[src/rtl/csr_access_unit.sv]
`default_nettype none
// ============================================================================
// Module      : csr_access_unit
// Description : Zicsr execute unit (CSRRW/RS/RC and immediate forms).
//               Accepts one decoded CSR op per handshake, reads the old CSR
//               value from csregfile, and computes the new value. It then
//               issues the CSR write and returns the old value on the rd
//               write port. Each op occupies IDLE -> READ -> WRITE.
// Ports       : clk, rst (async, active-high)
//               op_valid/op_ready handshake, op_funct3, op_csr_addr,
//               op_rs1_data, op_rs1_idx, op_rd   - decoded op
//               csr_raddr / csr_rdata            - CSR read (combinational)
//               csr_waddr / csr_wdata            - CSR write (CSR_NONE = none)
//               rd_waddr / rd_wdata              - GPR write (0 = none)
//               done, illegal                    - retire pulses
// Revision    : 1.0 - initial release
// ============================================================================
module csr_access_unit #(
    parameter int                    CSR_ADDR_W = 12,
    parameter int                    DATA_W     = 32,
    parameter logic [CSR_ADDR_W-1:0] CSR_NONE   = 12'h000
) (
    input  logic                  clk,
    input  logic                  rst,
    input  logic                  op_valid,
    output logic                  op_ready,
    input  logic [2:0]            op_funct3,
    input  logic [CSR_ADDR_W-1:0] op_csr_addr,
    input  logic [DATA_W-1:0]     op_rs1_data,
    input  logic [4:0]            op_rs1_idx,
    input  logic [4:0]            op_rd,
    output logic [CSR_ADDR_W-1:0] csr_raddr,
    input  logic [DATA_W-1:0]     csr_rdata,
    output logic [CSR_ADDR_W-1:0] csr_waddr,
    output logic [DATA_W-1:0]     csr_wdata,
    output logic [4:0]            rd_waddr,
    output logic [DATA_W-1:0]     rd_wdata,
    output logic                  done,
    output logic                  illegal
);

    typedef enum logic [1:0] {
        S_IDLE  = 2'd0,
        S_READ  = 2'd1,
        S_WRITE = 2'd2
    } state_t;

    state_t                  state_q,    state_d;
    logic [2:0]              funct3_q,   funct3_d;
    logic [CSR_ADDR_W-1:0]   addr_q,     addr_d;
    logic [DATA_W-1:0]       rs1_data_q, rs1_data_d;
    logic [4:0]              rs1_idx_q,  rs1_idx_d;
    logic [4:0]              rd_q,       rd_d;
    logic [DATA_W-1:0]       old_q,      old_d;
    logic [DATA_W-1:0]       new_q,      new_d;
    logic                    illegal_q,  illegal_d;
    logic                    wen_q,      wen_d;

    logic [DATA_W-1:0]       w_src;
    logic [DATA_W-1:0]       w_new;
    logic                    w_no_write;
    logic                    w_illegal;

    // Operand source and new-value computation, evaluated while in READ
    // against the live csr_rdata.
    always_comb begin
        w_src      = op_src(funct3_q[2], rs1_data_q, rs1_idx_q);
        // Set/clear forms with x0 / zimm=0 are pure reads: no CSR side effect.
        w_no_write = funct3_q[1] && (rs1_idx_q == 5'd0);
        case (funct3_q[1:0])
            2'b10:   w_new = csr_rdata | w_src;
            2'b11:   w_new = csr_rdata & ~w_src;
            default: w_new = w_src;
        endcase
        // Top two address bits 11 mark read-only CSRs; only an actual write
        // to them is rejected, a pure read is legal.
        w_illegal  = (funct3_q[1:0] == 2'b00) ||
                     (addr_q == CSR_NONE) ||
                     ((addr_q[CSR_ADDR_W-1:CSR_ADDR_W-2] == 2'b11) && !w_no_write);
    end

    function automatic logic [DATA_W-1:0] op_src(input logic            imm,
                                                 input logic [DATA_W-1:0] data,
                                                 input logic [4:0]        idx);
        if (imm) begin
            op_src = {{(DATA_W-5){1'b0}}, idx};
        end else begin
            op_src = data;
        end
    endfunction

    // Next-state and output logic.
    always_comb begin
        state_d    = state_q;
        funct3_d   = funct3_q;
        addr_d     = addr_q;
        rs1_data_d = rs1_data_q;
        rs1_idx_d  = rs1_idx_q;
        rd_d       = rd_q;
        old_d      = old_q;
        new_d      = new_q;
        illegal_d  = illegal_q;
        wen_d      = wen_q;

        op_ready   = 1'b0;
        csr_raddr  = CSR_NONE;
        csr_waddr  = CSR_NONE;
        csr_wdata  = '0;
        rd_waddr   = 5'd0;
        rd_wdata   = '0;
        done       = 1'b0;
        illegal    = 1'b0;

        case (state_q)
            S_IDLE: begin
                op_ready = 1'b1;
                if (op_valid) begin
                    funct3_d   = op_funct3;
                    addr_d     = op_csr_addr;
                    rs1_data_d = op_rs1_data;
                    rs1_idx_d  = op_rs1_idx;
                    rd_d       = op_rd;
                    state_d    = S_READ;
                end
            end
            S_READ: begin
                csr_raddr = addr_q;
                old_d     = csr_rdata;
                new_d     = w_new;
                illegal_d = w_illegal;
                wen_d     = !w_illegal && !w_no_write;
                state_d   = S_WRITE;
            end
            S_WRITE: begin
                done    = 1'b1;
                illegal = illegal_q;
                if (wen_q) begin
                    csr_waddr = addr_q;
                    csr_wdata = new_q;
                end
                if (!illegal_q) begin
                    rd_waddr = rd_q;
                end
                // csregfile ORs its write sources, so data must be zero
                // whenever no register write is requested.
                if (!illegal_q && (rd_q != 5'd0)) begin
                    rd_wdata = old_q;
                end
                state_d = S_IDLE;
            end
            default: begin
                state_d = S_IDLE;
            end
        endcase
    end

    always_ff @(posedge clk or posedge rst) begin
        if (rst) begin
            state_q    <= S_IDLE;
            funct3_q   <= 3'd0;
            addr_q     <= CSR_NONE;
            rs1_data_q <= '0;
            rs1_idx_q  <= 5'd0;
            rd_q       <= 5'd0;
            old_q      <= '0;
            new_q      <= '0;
            illegal_q  <= 1'b0;
            wen_q      <= 1'b0;
        end else begin
            state_q    <= state_d;
            funct3_q   <= funct3_d;
            addr_q     <= addr_d;
            rs1_data_q <= rs1_data_d;
            rs1_idx_q  <= rs1_idx_d;
            rd_q       <= rd_d;
            old_q      <= old_d;
            new_q      <= new_d;
            illegal_q  <= illegal_d;
            wen_q      <= wen_d;
        end
    end

endmodule
`default_nettype wire

[config.mk]
export PLATFORM = sky130hd
export DESIGN_NAME = csr_access_unit
export DESIGN_NICKNAME = d
export VERILOG_FILES = /design/src/rtl/csr_access_unit.sv
export SDC_FILE = /design/constraint.sdc
export NUM_CORES = 1
export LEC_CHECK = 0
export CAP_MARGIN = 10
export CORE_MARGIN = 2
export CORE_UTILIZATION = 50
export CTS_CLUSTER_DIAMETER = 80
export DETAILED_ROUTE_END_ITERATION = 16
export PLACE_DENSITY = 0.86
export SKIP_LAST_GASP = 1
export SYNTH_ARGS = -nofsm -noshare
export SYNTH_HDL_FRONTEND = slang
export SYNTH_SLANG_ARGS = --single-unit
[constraint.sdc]
create_clock -name clk -period 11.6 [get_ports clk]
set_input_delay 2.32 -clock clk [delete_from_list [all_inputs] [get_ports clk]]
set_output_delay 2.32 -clock clk [all_outputs]
set_load 0.03 [all_outputs]
==> summary.md, run 1 <==
| Metric | Value |
|---|---|
| Initial Util | 51.3% |
| Final min period | 5.55 ns |
| Clock skew | 0.00852 ns |
| Syn_area_per_cell | between 10 and 15 um2 |
| 1st-iter DRT viols | 316 |
| Post-synth top cells | 127 x nand2_1, 125 x dfrtp_1, 60 x mux2_2, 51 x and2_1, 44 x and3_1 |
| Worst endpoint required time | 9.28 ns |
| Layout cell share with drive strength beyond 1 | 14.0% |
| Status | complete, no violations |
| Leakage power | between 3 and 4 nW |
| CP Launch Point | state_q[0] |
| Final hold vios | 0 |
| Total of max-cap violations | 0 |
| Post-CTS Setup Inserts | 0 |
| Top cell type's share of synthesized area | 53.1% |
| Rows | 39 |
| Max Fanout on Critical Path | 32 |
| Async set-reset flop share out of synthesis | 100% |
| Critical path arrival | 3.23 ns |
| CTS tree | done |
| Hold buffers post-CTS | 0 |
| Area delta synth->final | 42.2% |
| Die area | 12700 um2 |
| Clock-pin slew on the worst setup and hold paths | 0.05 ns |
| First-pass GRT wire length | between 20000 and 30000 um |
| Synthesized flop and latch total | 125 |
| Vias per inst | 5.56 |
| Antenna Nets Post-Route | 0 |
| Initial antenna violation count | 0 |
| Post-synth top area cell | dfrtp_1 |
| # clock sinks | roughly 130 |
| Total global-route track usage | between 20% and 30% |
| Relative slew slack | 27.9% |
| RSZ-0062 raised after global routing | no |
| Final nets | 838 |
| Post-synth EDFFs | 0 |
| Total grt overflow | 0 |
| Vias in the first global route | a little over 5000 |
| Synth unique cells | 32 |
| Hold path startpoint | old_q[24] |
| Mux contribution to synthesized area | 12.3% |
| Number of CTS-inserted buffers | 17 |
| Final wirelength | 16100 um |
| DP HPWL | 10700 um |
| Placed cell areas | between 7000 and 8000 um2 |
| Largest family of logic cells by synthesized area | simple AND/OR/NAND/NOR gates |
| Area contributors post-synth | dfrtp_1 53%, mux2_2 11%, nand2_1 8.1%, and2_1 5.4%, and3_1 4.7% |
| DRC | 0 |
| Synth warn | 0 |
| Largest net degree at the start of global routing | 92 |
| Fill count | 835 |
| Sequential-to-total area share from yosys stat | a little over half |
| Post-Syn Area | around 5900 um2 |
| Slew Limit Fails | 0 |
| Peak supply drop | 114 uV |
| Drt pass-1 iters | 5 |
| Syn Inst Count | around 580 |
| Post-synthesis xor/xnor area fraction | 0% |
| Height of the die | 112 um |
| Most frequent cell after synthesis | nand2_1 |
| Post-synth net total | 668 |
| Inserted Diodes | 0 |
| Routability cong. | 0.837 |
| Worst skew pair latency | 0.41 ns |
| Port bufs | 187 |
| R2R Path Start | state_q[0] |
| Worst slew pin tran | 1.08 ns |
| Worst Path Class, Setup | reg2out |
| Primary FF master, synth | dfrtp_1 |
| Post-Synth Simple-Gate Area | 23.7% |
| Complex-gate fraction of the synthesized area | 7.21% |
| Synthesized-area fraction occupied by adder cells | 0% |
| P per Cell Area | about 200 nW/um2 |
| I/O Pins | 188 |
| Core footprint | between 10000 and 15000 um2 |
| Setup TNS | 0 ns |
| # setup viols final | 0 |
| Clk buf depth | 2 |
| H-Tree Depth | 4 |
| Setup crit end kind | output port |
| Routed WL per cell | 18.0 um |
| Clock Root Buffer | clkbuf_16 |
| CTS resizes | 0 |
| Die width | 112 um |
| Worst hold path type | reg2reg |
| CP Launch Type | flop |
| Design area | 8370 um2 |
| Via count | 5000 |
| Fmax achieved | 180 MHz |
| Fin crit share | 47.8% |
logic make-up after synthesis:
kind of cell | count (synthesis)
AOI/OAI and AO/OA | 62
muxes | 65
buffers and inverters | 47
DFF | 125
and+or+nand+nor | 277
critical path, cell delays in order, from the launching register on:
cell             delay, ns
dfrtp_1               0.42
nor3b_1               0.52
o21a_1                0.92
and2_1                0.24
clkdlybuf4s50_1       0.72
layout make-up:
type	instances	area [um2]	area share, %
Clock inverter	9	97.6	1.17
Clock buffer	20	447	5.34
Tap cell	143	179	2.14
Sequential cell	125	3130	37.4
Inverter	3	13.8	0.164
Multi-Input combinational cell	404	2550	30.5
Timing Repair Buffer	195	1950	23.3
metrics by stage:
stage	util (%)	setup WS, ns	hold slack [ns]	power (mW)	std cells
after global routing	73.0	5.83	0.490	1.76	899
final	73.0	6.05	0.466	1.66	899
after CTS	72.8	6.06	0.468	1.66	898
after floorplan	-	5.95	0.437	0.978	576
after global placement	68.0	6.59	0.450	1.13	869
after detailed placement	68.0	6.51	0.455	1.16	869
final timing paths:
kind	end	slack, ns	depth (start not counted)
setup reg to reg	illegal_q	9.15	5
setup / recovery	rd_wdata[9]	6.05	4
hold / removal	old_q[24]	0.47	2
min in group asynchronous	addr_q[4]	2.29	2
hold reg to reg	old_q[24]	0.47	2
max in group asynchronous	old_q[30]	7.85	3
sequential cells by signal, indices dropped and copies added, names as in the netlist:
| name | cells |
|---|---|
| addr_q | 12 |
| rd_q | 5 |
| state_q | 2 |
| old_q | 32 |
| wen_q | 1 |
| rs1_data_q | 32 |
| funct3_q | 3 |
| rs1_idx_q | 5 |
| new_q | 32 |
| illegal_q | 1 |
layout by cell type, fill, tap and decap left out:
master	Yosys	final
a21oi_2	0	1
a31oi_1	5	5
a32o_1	1	1
a32oi_1	24	24
and2_0	1	1
and2_1	51	50
and2_2	0	1
and3_1	44	44
buf_16	0	1
buf_4	1	7
bufinv_16	0	2
clkbuf_1	23	2
clkbuf_16	0	17
clkbuf_8	0	1
clkdlybuf4s50_1	0	187
clkinv_2	0	6
clkinvlp_4	0	1
dfrtp_1	125	125
inv_1	3	1
inv_2	0	1
inv_4	0	1
mux2_2	60	60
mux2i_1	5	5
nand2_1	127	127
nand2b_1	28	27
nand2b_2	0	1
nand3_1	6	6
nor2_1	7	7
nor2b_2	0	1
nor3b_1	1	1
nor4_1	3	3
o211ai_1	1	1
o21a_1	1	1
o21ai_0	27	27
o2bb2ai_1	1	1
o311ai_0	1	1
or2_2	5	5
or3_1	1	1
or4_1	2	2
power by group:
| group | internal (mW) | total (mW) | switching (mW) |
|---|---|---|---|
| Sequential | 0.580 | 0.684 | 0.104 |
| Combinational | 0.229 | 0.487 | 0.258 |
| Clock | 0.315 | 0.494 | 0.179 |
| Total | 1.12 | 1.66 | 0.541 |
metal layers:
| layer | track usage [%] | wire length, um | vias to the layer above | share of wire (%) |
|---|---|---|---|---|
| li1 | - | - | 2305 | - |
| met1 | 30.1 | 6200 | 2450 | 38 |
| met2 | 46.8 | 8530 | 205 | 53 |
| met3 | 6.43 | 964 | 40 | 6.0 |
| met4 | 11.0 | 451 | 0 | 2.8 |
| met5 | 0 | 0 | - | 0 |
No activity file was read; power rests on OpenSTA's default activity.
==> run 2: changes to the inputs <==
--- a/config.mk
+++ b/config.mk
@@ -7,10 +7,10 @@
 export LEC_CHECK = 0
 export CAP_MARGIN = 10
 export CORE_MARGIN = 2
-export CORE_UTILIZATION = 50
+export CORE_UTILIZATION = 42
 export CTS_CLUSTER_DIAMETER = 80
 export DETAILED_ROUTE_END_ITERATION = 16
-export PLACE_DENSITY = 0.86
+export PLACE_DENSITY = 0.77
 export SKIP_LAST_GASP = 1
 export SYNTH_ARGS = -nofsm -noshare
 export SYNTH_HDL_FRONTEND = slang
==> constraint.sdc (replaced) <==
create_clock -name clk -period 5 [get_ports clk]
set_input_delay 1 -clock clk [delete_from_list [all_inputs] [get_ports clk]]
set_output_delay 1 -clock clk [all_outputs]
set_load 0.03 [all_outputs]
==> run 2 against run 1 <==
  * Flip-flop and latch count stayed put
  * Sequential share of layout area down 0.55 points
  * Power rose by 140%
  * Sequential power up 130%
  * Non-clock buffer count decreased by 1
  * Core utilization down 11 points
==> summary.md, run 2 (synthesis results as in run 1) <==
| Metric | Value |
|---|---|
| Relative slew slack | 34.1% (+6.2 points) |
| Post-CTS Setup Inserts | 0 (unchanged) |
| Total grt overflow | 0 (unchanged) |
| Met2 wire length | 7850 um (-8.0%) |
| Leakage power | 3.76 nW (+1.0%) |
| Clock-pin slew on the worst setup and hold paths | 0.05 ns (about the same) |
| Area delta synth->final | 44.3% |
| Worst hold path type | reg2reg |
| Slew Limit Fails | 0 (unchanged) |
| Most frequent cells in the layout | 187 x clkdlybuf4s50_1, 127 x nand2_1, 125 x dfrtp_1 |
| Total of max-cap violations | 0 (unchanged) |
| Largest registers | new_q (32), old_q (32), rs1_data_q (32) |
| Worst slew pin tran | 0.989 ns (-0.0926 ns) |
| Wire length on met1 | 6910 um (+11%) |
| Critical path arrival | 3.15 ns (-0.08 ns) |
| CTS tree | done |
| Hold buffers post-CTS | 0 (unchanged) |
| CTS resizes | 0 (unchanged) |
| Die area | 15000 um2 (+18%) |
| Number of CTS-inserted buffers | 17 (unchanged) |
| Clock skew | 0.00863 ns (+0.000110 ns) |
| Status | complete, no violations |
| I/O Pins | 188 (unchanged) |
| RSZ-0062 raised after global routing | no |
| Initial antenna violation count | 0 (unchanged) |
| Drt pass-1 iters | 4 (-1) |
| 1st-iter DRT viols | 284 (-10%) |
| Core footprint | 13800 um2 (+20%) |
| CP Launch Type | flop |
| # setup viols final | 0 (unchanged) |
| Final min period | 4.15 ns |
| Peak supply drop | 209 uV (+83%) |
| DRC | 0 (unchanged) |
| Final nets | 837 (-0.12%) |
| Setup crit end kind | output port |
| First-pass GRT wire length | 25600 um (-1.9%) |
| Routability cong. | 0.762 (-8.9%) |
| Worst skew pair latency | 0.41 ns (about the same) |
| P per Cell Area | 466 nW/um2 (+130%) |
| Final core occ | 61.7% (-11 points) |
| Final hold vios | 0 (unchanged) |
| Routed WL per cell | 17.1 um (-4.7%) |
| Total global-route track usage | 22.3% (-3.9 points) |
| Vias in the first global route | 5082 (-2.2%) |
| Antenna Nets Post-Route | 0 (unchanged) |
| Port bufs | 187 (unchanged) |
| Fin crit share | 82.9% |
| Met3 WL post-DR | 755 um (-22%) |
| Vias per inst | 5.18 (-6.9%) |
| Clk buf depth | 2 (unchanged) |
| Layout cell share with drive strength beyond 1 | 14.2% (+0.13 points) |
| Worst endpoint required time | 4.00 ns (-5.28 ns) |
| Setup TNS | 0 ns (unchanged) |
| Uppermost layer routed | met4 |
| Clock Root Buffer | clkbuf_16 |
| Die width | 122 um (+8.8%) |
| Fmax achieved | 241 MHz |
| Inserted Diodes | 0 (unchanged) |
| Commonest non-fill, non-tap cell in the layout | clkdlybuf4s50_1 |
| # clock sinks | 125 (unchanged) |
| Worst Path Class, Setup | reg2out |
| Via count | 4849 (-3.0%) |
| Final wirelength | 16000 um (-0.77%) |
| H-Tree Depth | 4 (unchanged) |
| Largest net degree at the start of global routing | 91 (-1.1%) |
| Max Fanout on Critical Path | 32 (unchanged) |
| DP HPWL | 10900 um (+1.3%) |
| Rows | 43 (+10%) |
| Initial Util | 42.7% (-8.6 points) |
| Height of the die | 122 um (+8.8%) |
-- run 2: cell count changes in the layout (fill, tap and decap cells not counted), sizes merged --
cell | before | now
buf | 8 | 7
clkbuf | 20 | 23
bufinv | 2 | 3
clkinvlp | 1 | 0
clkinv | 6 | 4
-- run 2: path summary, 6_finish.rpt --
check	endpoint	slack, ns	cells past startpoint	start
min in group asynchronous	addr_q[1]	1.11	2	rst
max	rd_wdata[12]	0.85	4	state_q[0]
min	new_q[30]	0.46	2	new_q[30]
min reg2reg	new_q[30]	0.46	2	new_q[30]
max reg2reg	rs1_data_q[9]	2.66	4	state_q[0]
max in group asynchronous	new_q[5]	3.07	3	rst
-- run 2: per-stage QoR --
stage | setup WS (ns) | power (mW) | instances | area, um2 | hold slack (ns)
finish | 0.854 | 3.96 | 936 | 8500 | 0.465
global route | 0.603 | 4.19 | 936 | 8500 | 0.493
CTS | 0.797 | 3.97 | 935 | 8470 | 0.468
detailed placement | 1.25 | 2.70 | 905 | 7860 | 0.454
global placement | 1.36 | 2.64 | 905 | 7860 | 0.450
floorplan | 0.672 | 2.27 | 576 | 5890 | 0.437
-- run 2: critical path, cell delays in order, from the launching register on --
cell             delay [ns]
dfrtp_1                0.46
nor3b_1                0.48
o21a_1                 0.86
and2_1                 0.24
clkdlybuf4s50_1        0.68
-- run 2: layout make-up --
cell class	count	area [um2]
fill	1130	5280
inverter	3	13.8
timing repair buffer	194	1960
clock buffer	23	498
tap	180	225
clock inverter	7	110
sequential	125	3130
multi-input combinational	404	2560
-- run 2: power by group --
part | leakage (nW) | switching [mW] | internal (mW)
registers | 1.51 | 0.234 | 1.34
clock network | 0.305 | 0.416 | 0.841
logic | 1.95 | 0.590 | 0.532
-- run 2: layer usage --
layer | up-vias | global-route usage [%]
met2 | 144 | 36.4
met4 | 0 | 10.1
li1 | 2298 | -
met3 | 40 | 5.44
met5 | - | 0
met1 | 2367 | 28.0
==> run 3: changes to the inputs <==
==> constraint.sdc (replaced) <==
create_clock -name clk -period 3.6 [get_ports clk]
set_input_delay 0.72 -clock clk [delete_from_list [all_inputs] [get_ports clk]]
set_output_delay 0.72 -clock clk [all_outputs]
set_load 0.03 [all_outputs]
==> run 3 against run 2 <==
  * Sequential share of layout area about the same
  * Worst hold slack gained 0.0010 ns
  * Flip-flop and latch count is the same
  * Combinational power increased by 36%
  * Largest power group unchanged
==> summary.md, run 3 (synthesis results as in run 1) <==
| Metric | Value |
|---|---|
| Status | complete, no violations |
| Relative slew slack | 24.5% (-9.6 points) |
| First-pass GRT wire length | 25600 um (about the same) |
| CP delay by family, top | buffers and inverters |
| Switching pwr | 1.75 mW (+41%) |
| Total of max-cap violations | 0 (unchanged) |
| Placed cell areas | 7890 um2 (+0.43%) |
| Final core occ | 61.6% (-0.064 points) |
| Most frequent cells in the layout | 187 x clkdlybuf4s50_1, 127 x nand2_1, 125 x dfrtp_1 |
| Number of CTS-inserted buffers | 17 (unchanged) |
| Worst skew pair latency | 0.41 ns (about the same) |
| Design area | 8490 um2 (-0.10%) |
| Clock skew | 0.00614 ns (-0.00249 ns) |
| Die area | 15000 um2 (unchanged) |
| Commonest non-fill, non-tap cell in the layout | clkdlybuf4s50_1 |
| Peak supply drop | 326 uV (+56%) |
| Final min period | around 3.3 ns |
| Layout cell share with drive strength beyond 1 | 14.8% (+0.68 points) |
| Rows | 43 (unchanged) |
| Largest stage delay, worst path | 0.59 ns (-0.27 ns) |
| Worst endpoint required time | 2.88 ns (-1.12 ns) |
| Fmax achieved | roughly 310 MHz |
| Vias per inst | 5.18 (about the same) |
| P_int | 3.66 mW (+35%) |
| WP buf/inv | 2 (+1) |
| Clock-pin slew on the worst setup and hold paths | 0.06 ns (about the same) |
| Final nets | 841 (+0.48%) |
| Initial Util | 42.7% (unchanged) |
| Inserted Diodes | 0 (unchanged) |
| Max Fanout on Critical Path | 32 (unchanged) |
| Fill count | 1165 (+3.1%) |
| Reg2reg path depth | 4 (unchanged) |
| Final wirelength | 15900 um (-0.47%) |
| Antenna Nets Post-Route | 0 (unchanged) |
| Total global-route track usage | 22.3% (+0.058 points) |
| Slowest CP cell | clkdlybuf4s50_1 |
| Clk buf depth | 2 (unchanged) |
| Pre-CTS setup slack | 0.594 ns (-0.653 ns) |
| Worst slew pin tran | 1.13 ns (+0.144 ns) |
| Port bufs | 187 (unchanged) |
| DRC | 0 (unchanged) |
| P per Cell Area | 637 nW/um2 (+37%) |
| H-Tree Depth | 4 (unchanged) |
| Final hold vios | 0 (unchanged) |
| Crit. path cell count | 5 (+1) |
| I/O Pins | 188 (unchanged) |
| Largest net degree at the start of global routing | 91 (unchanged) |
| Routability cong. | 0.798 (+4.7%) |
| Clock Root Buffer | clkbuf_16 |
| Portion of total power attributed to sequential cells | 41.1% (+1.2 points) |
| Worst Path Class, Setup | reg2out |
| Die width | 122 um (unchanged) |
| Critical path arrival | 2.54 ns (-0.61 ns) |
| CP cell instances | or4_1 > o21a_1 > buf_4 > and2_1 > clkdlybuf4s50_1 |
| RSZ-0062 raised after global routing | no |
| Initial antenna violation count | 1 (+1) |
| Largest registers | new_q (32), old_q (32), rs1_data_q (32) |
| Fin crit share | 90.5% |
| 1st-iter DRT viols | 257 (-9.5%) |
| CTS tree | done |
| Clock power share | 30.8% (-1.0 points) |
| Drt pass-1 iters | 4 (unchanged) |
| DP HPWL | 10600 um (-2.4%) |
| Routed WL per cell | 16.9 um (-1.1%) |
| Core footprint | 13800 um2 (unchanged) |
| Worst hold path type | reg2reg |
| Area delta synth->final | 44.2% |
| Comb pwr share | 28.1% (-0.2 points) |
| Total grt overflow | 0 (unchanged) |
| Slew Limit Fails | 0 (unchanged) |
| # clock sinks | 125 (unchanged) |
| Setup crit end kind | output port |
| Hold buffers post-CTS | 0 (unchanged) |
| Hold Path Cell Cnt | 2 (unchanged) |
| Switching part of the total | 32.3% (+0.98 points) |
| Final worst slack | 0.343 ns (-0.512 ns) |
| Leakage power | 3.74 nW (-0.47%) |
| Setup TNS | 0 ns (unchanged) |
| Via count | 4881 (+0.66%) |
| CP Launch Type | flop |
| Height of the die | 122 um (unchanged) |
| # setup viols final | 0 (unchanged) |
| Vias in the first global route | 4976 (-2.1%) |
==> run 3: cell types whose count changed in the layout (fill, tap and decap cells not counted) <==
cell        before  now
nor3b_2          0    1
clkinv_2         4    3
clkinv_4         0    1
buf_16           1    0
clkinvlp_4       0    5
bufinv_16        3    2
clkbuf_8         5    3
nand2b_4         1    0
clkbuf_1         1    2
nand2b_2         0    1
inv_4            1    0
nor3b_1          1    0
buf_4            5   10
==> run 3: area by class of cell <==
type                            instances  area, um2  share of cell area (%)
Clock buffer                           22        474                    5.59
Timing Repair Buffer                  198       1970                    23.2
Tap cell                              180        225                    2.65
Multi-Input combinational cell        404       2560                    30.2
Inverter                                3       15.0                   0.177
Sequential cell                       125       3130                    36.9
Clock inverter                         10        114                    1.34
==> run 3: path summary, 6_finish.rpt <==
check                           start        endpoint  slack (ns)
hold / removal               old_q[1]        old_q[1]        0.47
min in group asynchronous         rst        new_q[2]        0.71
hold reg to reg              old_q[1]        old_q[1]        0.47
setup reg to reg           state_q[0]  rs1_data_q[27]        1.65
max in group asynchronous         rst  rs1_data_q[17]        2.09
setup / recovery              rd_q[1]    rd_wdata[22]        0.34
==> run 3: power groups by stage <==
stage / logic [mW] / registers (mW) / clock network, mW
final: 1.52 / 2.22 / 1.67
after global placement: 1.47 / 2.21 / 0
after detailed placement: 1.53 / 2.23 / 0
after CTS: 1.54 / 2.22 / 1.70
after floorplan: 1.08 / 2.08 / 0
after global routing: 1.67 / 2.29 / 1.77
==> run 3: routing by layer <==
layer  part of all wire [%]  up-vias  track usage [%]
met5                      0        -                0
met4                    1.2        0             6.75
met3                    6.9       18             6.51
met2                     51      150             38.6
met1                     41     2399             27.0
li1                       -     2314                -
==> run 3: repair_timing <==
item / CTS / global route
endpoints found under the setup margin: 0 / 18
gates resized for setup: 0 / 1
buffers inserted: 0 / 0
==> run 3: worst min-delay path: stages, from the launching register on <==
cell and delay (ns):
dfrtp_1 0.33, nand2_1 0.05, nand2_1 0.05
==> run 3: metrics by stage <==
stage	power, mW	instances	hold slack (ns)
floorplan	3.15	576	0.437
global placement	3.68	910	0.450
detailed placement	3.76	910	0.455
CTS	5.46	942	0.469
global route	5.74	942	0.477
finish	5.41	942	0.466
